--- src/rtl/exec_trace_buffer_if.sv ---
// Bundle of capture, trigger and read-back signals for exec_trace_buffer.
// The master side (bench or debug port) drives capture/control; the slave side is the buffer.
interface exec_trace_buffer_if #(
  parameter int PC_W    = 32,
  parameter int INSTR_W = 32,
  parameter int DATA_W  = 32,
  parameter int DEPTH   = 16
);
  localparam int AW = $clog2(DEPTH);

  logic               cap_valid;
  logic [PC_W-1:0]    cap_pc;
  logic [INSTR_W-1:0] cap_instr;
  logic [DATA_W-1:0]  cap_result;
  logic               cap_regwrite;
  logic               arm;
  logic               trig_pc_en;
  logic [PC_W-1:0]    trig_pc;
  logic               trig_force;
  logic               rd_en;
  logic [AW-1:0]      rd_idx;
  logic               rd_valid;
  logic [PC_W-1:0]    rd_pc;
  logic [INSTR_W-1:0] rd_instr;
  logic [DATA_W-1:0]  rd_result;
  logic               rd_regwrite;
  logic [1:0]         state;
  logic [AW:0]        count;

  modport master (
    output cap_valid, cap_pc, cap_instr, cap_result, cap_regwrite,
    output arm, trig_pc_en, trig_pc, trig_force, rd_en, rd_idx,
    input  rd_valid, rd_pc, rd_instr, rd_result, rd_regwrite, state, count
  );

  modport slave (
    input  cap_valid, cap_pc, cap_instr, cap_result, cap_regwrite,
    input  arm, trig_pc_en, trig_pc, trig_force, rd_en, rd_idx,
    output rd_valid, rd_pc, rd_instr, rd_result, rd_regwrite, state, count
  );
endinterface

--- src/rtl/exec_trace_buffer.sv ---
// Circular execution-trace capture with PC-match / forced trigger and post-trigger freeze.
// state | meaning: IDLE no capture | ARMED capturing, waiting for trigger | POST post-trigger fill | DONE frozen
module exec_trace_buffer #(
  parameter int PC_W      = 32,
  parameter int INSTR_W   = 32,
  parameter int DATA_W    = 32,
  parameter int DEPTH     = 16,
  parameter int POST_TRIG = 8
) (
  input logic                  clock_i,
  input logic                  reset_i,
  exec_trace_buffer_if.slave   bus_if
);
  localparam int AW = $clog2(DEPTH);
  localparam int EW = PC_W + INSTR_W + DATA_W + 1;
  localparam logic [AW:0] CNT_MAX = (AW+1)'(DEPTH);

  typedef enum logic [1:0] {
    S_IDLE  = 2'b00,
    S_ARMED = 2'b01,
    S_POST  = 2'b10,
    S_DONE  = 2'b11
  } state_t;

  state_t        state_q, state_d;
  logic [AW-1:0] wr_ptr_q, wr_ptr_d;
  logic [AW-1:0] post_cnt_q, post_cnt_d;
  logic [AW:0]   count_q, count_d;
  logic          wr_en;
  logic          trig;

  logic [EW-1:0] mem [DEPTH];

  logic          rd_ok;
  logic [AW-1:0] rd_phys;
  logic          rd_valid_q;
  logic [EW-1:0] rd_data_q;

  always_ff @(posedge clock_i or posedge reset_i) begin
    if (reset_i) begin
      state_q    <= S_IDLE;
      wr_ptr_q   <= '0;
      post_cnt_q <= '0;
      count_q    <= '0;
    end else begin
      state_q    <= state_d;
      wr_ptr_q   <= wr_ptr_d;
      post_cnt_q <= post_cnt_d;
      count_q    <= count_d;
    end
  end

  always_comb begin
    state_d    = state_q;
    wr_ptr_d   = wr_ptr_q;
    post_cnt_d = post_cnt_q;
    count_d    = count_q;
    wr_en      = 1'b0;
    trig       = bus_if.trig_force |
                 (bus_if.cap_valid & bus_if.trig_pc_en & (bus_if.cap_pc == bus_if.trig_pc));

    case (state_q)
      // arm outranks trig_force here: trig_force has no effect outside ARMED
      S_IDLE, S_DONE: begin
        if (bus_if.arm) begin
          state_d  = S_ARMED;
          wr_ptr_d = '0;
          count_d  = '0;
        end
      end
      S_ARMED: begin
        wr_en = bus_if.cap_valid;
        if (trig) begin
          if (POST_TRIG == 0) begin
            state_d = S_DONE;
          end else begin
            state_d    = S_POST;
            post_cnt_d = AW'(POST_TRIG);
          end
        end
      end
      S_POST: begin
        wr_en = bus_if.cap_valid;
        if (bus_if.cap_valid) begin
          post_cnt_d = post_cnt_q - AW'(1);
          if (post_cnt_q == AW'(1)) state_d = S_DONE;
        end
      end
      default: ;
    endcase

    if (wr_en) begin
      wr_ptr_d = wr_ptr_q + AW'(1);
      if (count_q != CNT_MAX) count_d = count_q + (AW+1)'(1);
    end
  end

  always_ff @(posedge clock_i) begin
    if (wr_en)
      mem[wr_ptr_q] <= {bus_if.cap_pc, bus_if.cap_instr, bus_if.cap_result, bus_if.cap_regwrite};
  end

  // Once the buffer has wrapped, the oldest entry sits at the write pointer.
  assign rd_phys = ((count_q == CNT_MAX) ? wr_ptr_q : '0) + bus_if.rd_idx;
  assign rd_ok   = bus_if.rd_en & ((state_q == S_IDLE) | (state_q == S_DONE)) &
                   ({1'b0, bus_if.rd_idx} < count_q);

  always_ff @(posedge clock_i or posedge reset_i) begin
    if (reset_i) begin
      rd_valid_q <= 1'b0;
      rd_data_q  <= '0;
    end else begin
      rd_valid_q <= rd_ok;
      rd_data_q  <= rd_ok ? mem[rd_phys] : '0;
    end
  end

  assign bus_if.rd_valid = rd_valid_q;
  assign {bus_if.rd_pc, bus_if.rd_instr, bus_if.rd_result, bus_if.rd_regwrite} = rd_data_q;
  assign bus_if.state    = state_q;
  assign bus_if.count    = count_q;
endmodule

--- src/flat_wrapper.sv ---
// flat-port wrapper written by rule: the top's interface ports become plain ports
module exec_trace_buffer_flat 
#(
  parameter int PC_W      = 32,
  parameter int INSTR_W   = 32,
  parameter int DATA_W    = 32,
  parameter int DEPTH     = 16,
  parameter int POST_TRIG = 8
)
  (clock_i, reset_i, bus_if_cap_valid, bus_if_cap_pc, bus_if_cap_instr, bus_if_cap_result, bus_if_cap_regwrite, bus_if_arm, bus_if_trig_pc_en, bus_if_trig_pc, bus_if_trig_force, bus_if_rd_en, bus_if_rd_idx, bus_if_rd_valid, bus_if_rd_pc, bus_if_rd_instr, bus_if_rd_result, bus_if_rd_regwrite, bus_if_state, bus_if_count);
  exec_trace_buffer_if #(.PC_W(PC_W), .INSTR_W(INSTR_W), .DATA_W(DATA_W), .DEPTH(DEPTH)) bus_if_i ();
  input logic clock_i;
  input logic reset_i;
  input wire logic [$bits(bus_if_i.cap_valid)-1:0] bus_if_cap_valid;
  input wire logic [$bits(bus_if_i.cap_pc)-1:0] bus_if_cap_pc;
  input wire logic [$bits(bus_if_i.cap_instr)-1:0] bus_if_cap_instr;
  input wire logic [$bits(bus_if_i.cap_result)-1:0] bus_if_cap_result;
  input wire logic [$bits(bus_if_i.cap_regwrite)-1:0] bus_if_cap_regwrite;
  input wire logic [$bits(bus_if_i.arm)-1:0] bus_if_arm;
  input wire logic [$bits(bus_if_i.trig_pc_en)-1:0] bus_if_trig_pc_en;
  input wire logic [$bits(bus_if_i.trig_pc)-1:0] bus_if_trig_pc;
  input wire logic [$bits(bus_if_i.trig_force)-1:0] bus_if_trig_force;
  input wire logic [$bits(bus_if_i.rd_en)-1:0] bus_if_rd_en;
  input wire logic [$bits(bus_if_i.rd_idx)-1:0] bus_if_rd_idx;
  output wire logic [$bits(bus_if_i.rd_valid)-1:0] bus_if_rd_valid;
  output wire logic [$bits(bus_if_i.rd_pc)-1:0] bus_if_rd_pc;
  output wire logic [$bits(bus_if_i.rd_instr)-1:0] bus_if_rd_instr;
  output wire logic [$bits(bus_if_i.rd_result)-1:0] bus_if_rd_result;
  output wire logic [$bits(bus_if_i.rd_regwrite)-1:0] bus_if_rd_regwrite;
  output wire logic [$bits(bus_if_i.state)-1:0] bus_if_state;
  output wire logic [$bits(bus_if_i.count)-1:0] bus_if_count;
  assign bus_if_i.cap_valid = bus_if_cap_valid;
  assign bus_if_i.cap_pc = bus_if_cap_pc;
  assign bus_if_i.cap_instr = bus_if_cap_instr;
  assign bus_if_i.cap_result = bus_if_cap_result;
  assign bus_if_i.cap_regwrite = bus_if_cap_regwrite;
  assign bus_if_i.arm = bus_if_arm;
  assign bus_if_i.trig_pc_en = bus_if_trig_pc_en;
  assign bus_if_i.trig_pc = bus_if_trig_pc;
  assign bus_if_i.trig_force = bus_if_trig_force;
  assign bus_if_i.rd_en = bus_if_rd_en;
  assign bus_if_i.rd_idx = bus_if_rd_idx;
  assign bus_if_rd_valid = bus_if_i.rd_valid;
  assign bus_if_rd_pc = bus_if_i.rd_pc;
  assign bus_if_rd_instr = bus_if_i.rd_instr;
  assign bus_if_rd_result = bus_if_i.rd_result;
  assign bus_if_rd_regwrite = bus_if_i.rd_regwrite;
  assign bus_if_state = bus_if_i.state;
  assign bus_if_count = bus_if_i.count;
  exec_trace_buffer #(.PC_W(PC_W), .INSTR_W(INSTR_W), .DATA_W(DATA_W), .DEPTH(DEPTH), .POST_TRIG(POST_TRIG)) u_core (.clock_i(clock_i), .reset_i(reset_i), .bus_if(bus_if_i));
endmodule
--- config.mk ---
export PLATFORM = sky130hd
export DESIGN_NAME = exec_trace_buffer_flat
export DESIGN_NICKNAME = d
export VERILOG_FILES = /design/src/rtl/exec_trace_buffer_if.sv /design/src/rtl/exec_trace_buffer.sv /design/src/flat_wrapper.sv
export SDC_FILE = /design/constraint.sdc
export NUM_CORES = 1
export LEC_CHECK = 0
export CORE_MARGIN = 4
export CORE_UTILIZATION = 30
export CTS_CLUSTER_DIAMETER = 30
export DETAILED_ROUTE_END_ITERATION = 6
export PLACE_DENSITY = 0.57
export SLEW_MARGIN = 30
export SYNTH_ARGS = -nofsm -noshare
export SYNTH_HDL_FRONTEND = slang
export SYNTH_SLANG_ARGS = --single-unit
--- constraint.sdc ---
create_clock -name clock_i -period 24.2 [get_ports clock_i]
set_clock_uncertainty 0.15 [all_clocks]
set_input_delay 3.63 -clock clock_i [delete_from_list [all_inputs] [get_ports clock_i]]
set_output_delay 3.63 -clock clock_i [all_outputs]
set_load 0.05 [all_outputs]
* After elaboration in Yosys (flattened, before gate mapping) *
Memories as Yosys holds them, arrays and structs flattened.
Index checks and enable logic that the tools add are counted.

operators by class
  add/sub/neg operators = 4
  $lt $le $gt $ge = 1
  equal/unequal tests = 11
  multiplexer cells = 20
  bitwise logic cells = 6
  reduce and logical (&&, ||, !) cells = 9

operator list
  kind                 count
  $mux 97              1
  $eq 32x32->1         1
  $mux 4               6
  $mux 5               4
  $mux 2               4
  $pmux 4 s2           1
  $pmux 2 s3           1
  $reduce_bool 2->1    3
  $add 5x1->5 const B  1
  $eq 5x5->1 const B   1
  $lt 4x5->1           1
  $ne 5x5->1 const B   1
  $add 4x1->4 const B  1
  $add 4x4->4          1
  $and 1x1->1          4
  $eq 2x2->1 const B   2
  $eq 4x1->1 const B   1
  $ne 2x1->1 const B   2
  $ne 2x2->1 const B   2
  $reduce_and 4->1     1
  $reduce_or 2->1      2
  $sub 4x1->4 const B  1
  $mux 1               3
  $reduce_and 3->1     1
  other kinds (4)      5

word-level totals
  input bits = 140
  bits in registers = 113
  logic and storage cells = 58
  RAM bits = 1552
  memories kept = 1

memories
  name        words  width  rd ports  clocked after Yosys merged registers in  write ports  RTL line                 text
  u_core.mem  16     97     1         0                                        1            exec_trace_buffer.sv:32  logic [EW-1:0] mem [DEPTH];

* Logic depth before layout (Yosys ltp) *
  depth in word-level cells = 5
  mapped depth = 13

* Worst setup path before layout *
No wires, ideal clock.

  kind = input to register
  start = input bus_if_cap_valid
  end = memory u_core.mem[3][0] (netlist bit) (enable)
  data required time = 23.379 ns
  path buffers = 1
  stages = 4
  arrival = 10.796 ns
  library setup time = 0.671 ns
  slack = 12.582 ns
  cells stage by stage = nor2b_1 clkbuf_1 nand2_1 nor3_1

on the way
  word-level cells in the longest chain between the ends = 3

ends and longest elaborated chain
  item                          RTL line                  text
  start, declared               flat_wrapper.sv:14        input wire logic [$bits(bus_if_i.cap_valid)-1:0] bus_if_cap_valid;
  $mux 1                        exec_trace_buffer.sv:62   case (state_q)
  $mux 1                        exec_trace_buffer.sv:99   if (wr_en)
  $mux 1 (implied by the code)  exec_trace_buffer.sv:100  mem[wr_ptr_q] <= {bus_if.cap_pc, bus_if.cap_instr, bus_if.cap_result, bus_if.cap_regwrite};
  end, declared                 exec_trace_buffer.sv:32

No other way between the ends.

* Final worst setup path *
  start = input bus_if_rd_idx[0]
  end = register u_core.rd_data_q[70]

on the way
  word-level cells in the longest chain between the ends = 3
  elaborated cells on any way between the ends = 5
  those cells by class = add/sub: 1; order compare: 1; mux: 1; bitwise: 1; memory: 1

ends and longest elaborated chain
  item                                                 RTL line                                            text
  start, declared                                      flat_wrapper.sv:24                                  input wire logic [$bits(bus_if_i.rd_idx)-1:0] bus_if_rd_idx;
  $add 4x4->4 / $lt 4x5->1 (equally long branches)     exec_trace_buffer.sv:104, exec_trace_buffer.sv:106
  $mem_v2 16x97 / $and 1x1->1 (equally long branches)  n/a
  $mux 97 *                                            exec_trace_buffer.sv:114                            rd_data_q <= rd_ok ? mem[rd_phys] : '0;
  end signal, assigned                                 exec_trace_buffer.sv:114
  end, declared                                        exec_trace_buffer.sv:37                             logic [EW-1:0] rd_data_q;

Every way passes the cells marked *; elsewhere a longest branch is shown, timed or not.
A chain may end at the register's enable or synchronous reset.

==> results.cfg <==
[status]
status = finished clean

[synth]
synth_ff_type = edfxtp_1
synthCells = 2796
synth.area.top_cells = edfxtp_1, mux4_2, dfrtp_1
syn_nets = 2954
yosysSeqAreaShare_pct = 77.15
yosysTopAreaCellShare_pct = 72.74
synthArstFlopShare_pct = 6.787
syn_area_per_cell_um2 = 22.92
synth_edf_count = 1552
ys_types = 55
yosysTopAreaCell = edfxtp_1
ys_seq_elements = 1665
yosysWarnings = 0
syn_area_mm2 = 0.06407

[setup_path]
r2r_slack_ps = 18020
path_buf_inv = 4
crit_path_max_fanout = 122
critical_path.cell_chain = clkdlybuf4s50_1, ha_4, fa_4, buf_4, buf_12, buf_4, mux4_2, mux2i_1, mux2_1, a211oi_1
reg2reg_from = u_core.bus_if.count[0]
crit-reg2reg-capture = u_core.rd_data_q[70]
worst_setup_path_end_kind = flip-flop
critical-path-top-delay-family = buffers and inverters
cp.depth = 10
worst-endpoint-arrival_ps = 8910
max_stage_delay_ps = 1170
start_kind = primary input
critical_path.slowest_cell = fa_4
reg2reg_depth = 13
criticalPathCategory = primary input to flip-flop
cpMostUsedCell = buf_4
required_ps = 24820

[clock_network]
cts-buffers-inserted = 360
cts_root_buf = clkbuf_16
clkTransAtPathRegs_ps = 40
postCtsHoldBufs = 0
clockBufferDepth = 4
postCtsSetupRepairBufs = 0
insertion_delay_ps = 930
ctsHtreeMaxLevel = 5
cts_sinks = 1665
cts_tree = done
post_cts_resized = 0

[route]
post-route-drc-count = 0
first_pass_iters = 5
drt-total-wl_um = 171100
vias = 31251
dr_wl_met3_um = 9812
m1WireLength_um = 70150
viasPerCell = 4.867
drtIter0Drc = 2492
postRouteAntennaNets = 0
wl_met2_um = 87460
top_layer = met5
post_drt_wl_per_cell_um = 26.65

[hold_path]
min_to = u_core.bus_if.count[3]
whs_path_depth = 1
hold_class = flip-flop to flip-flop
hold_path.startpoint = u_core.bus_if.count[3]

[pwr]
clockPowerShare_pct = 54.1
powerDensity_mw_per_mm2 = 109.0
power.leakage_nw = 27.31
swShare_pct = 23.11
intPower_mw = 6.911
seqPwrFrac_pct = 37.7
total_power_mw = 8.988
power.share.combinational_pct = 8.3
ir_drop_v = 0.00007444
p_switching_mw = 2.077

[sta]
fmax_mhz = 120.6
period_needed_ps = 8291
finalMaxSlewViolations = 0
setup-tns-final_ps = 0
tightest_slew_ps = 1041
grt_setup_unrepaired = no
slew_headroom_pct = 30.61
finalCritPeriodShare_pct = 34.26
setup_violations = 0
finalHoldViolations = 0

[die]
die-area_mm2 = 0.2210
num_rows = 169
die_w_um = 470.1
ios = 245
core_area_mm2 = 0.2123
fp.dieH_um = 470.1
initial_core_util_pct = 30.18

[cells_and_area]
layout-drive-gt1-share_pct = 31.99
layout_common_cells = edfxtp_1, mux4_2, clkbuf_16
multiInputGateArea_mm2 = 0.01406
fillers = 18999
mostFrequentLayoutCell = edfxtp_1
syn2layout_area_growth_pct = 28.68
regArea_mm2 = 0.04943
fin_nets = 3473

[grt]
grt_pass1_wl_um = 244100
grt_max_degree = 123
antenna_found_initial = 38
gr-usage-all-layers_pct = 15.23
overflow = 0
grt_pass1_vias = 33600

[run]
max_cap_viol_count = 0

[placed_design]
dp_hpwl_um = 82670
io_buffers = 244
place_congestion = 0.7026
how the worst max path moves through the flow:
stage                           startpoint              endpoint  slack [ps]
after floorplan           bus_if_cap_valid      u_core.mem[3][0]       12580
after global placement    bus_if_rd_idx[0]  u_core.rd_data_q[70]       15000
after detailed placement  bus_if_rd_idx[0]  u_core.rd_data_q[70]       14990
after CTS                 bus_if_rd_idx[0]  u_core.rd_data_q[70]       15930
after global routing      bus_if_rd_idx[0]  u_core.rd_data_q[70]       15740
final                     bus_if_rd_idx[0]  u_core.rd_data_q[70]       15910
cell families (layout without fill, tap and decap cells):
| kind of cell | Yosys count | in the layout | synth area share [%] |
|---|---|---|---|
| buffers and inverters | 172 | 971 | 1.195 |
| AND/OR/NAND/NOR | 91 | 91 | 0.7733 |
| adder cells (fa/ha/maj) | 18 | 18 | 0.3632 |
| AO/OA/AOI/OAI | 137 | 137 | 1.640 |
| multiplexers | 680 | 680 | 18.39 |
| other | 0 | 5 | 0 |
| flip-flops | 1665 | 1665 | 77.15 |
| XOR/XNOR | 33 | 33 | 0.4862 |
layout make-up:
type,instances,share of cell area (%)
diodes,5,0.01518
clock buffers,427,11.58
clock inverters,215,3.172
inverters,18,0.09409
multi-input cells,959,17.05
flip-flops and latches,1665,59.96
well taps,2821,4.281
repair buffers,311,3.853
synthesized netlist by cell type, types with 4 or more instances:
cell type / count
edfxtp_1: 1552
nor2_1: 19
mux2i_1: 194
mux2_2: 88
buf_2: 69
inv_1: 17
buf_4: 5
or4_1: 4
nor3_1: 7
ha_1: 17
o21ai_0: 12
dfrtp_1: 113
nand3_1: 7
mux4_2: 388
nand4_1: 15
a211oi_2: 9
xnor2_1: 30
clkbuf_1: 63
buf_1: 15
mux2_1: 10
nand2b_1: 6
nand2_1: 14
a211oi_1: 88
a21o_1: 4
state kept, by name, summed over array words and instances (netlist names):
name	flops
u_core.rd_data_q	97
u_core.wr_ptr_q	4
u_core.bus_if.state	2
u_core.bus_if.count	5
u_core.bus_if.rd_valid	1
u_core.mem	1552
u_core.post_cnt_q	4
per-layer routing:
metal | up-vias | track usage, %
met2 | 1060 | 26.38
li1 | 13011 | -
met5 | - | 0
met4 | 20 | 4.481
met3 | 330 | 3.366
met1 | 16830 | 19.14
power groups by stage:
stage / clock [mW] / sequential [mW] / combinational, mW
floorplan: 0 / 3.52 / 0.348
global placement: 0 / 3.43 / 0.751
detailed placement: 0 / 3.44 / 0.758
CTS: 4.94 / 3.39 / 0.760
global route: 5.10 / 3.40 / 0.793
finish: 4.86 / 3.39 / 0.744
per-stage QoR:
step,instances,util (%),area [µm²],worst slack (ps),hold WS [ps]
3_5_place_dp,5772,33.07,70210,14990,442.1
2_1_floorplan,2796,-,64070,12580,390.6
6_report,6421,38.84,82450,15910,433.0
3_3_place_gp,5769,33.02,70090,15000,420.5
5_1_grt,6417,38.83,82440,15740,496.6
4_1_cts,6414,38.80,82370,15930,447.6
Power figures use the tool's default switching activity.
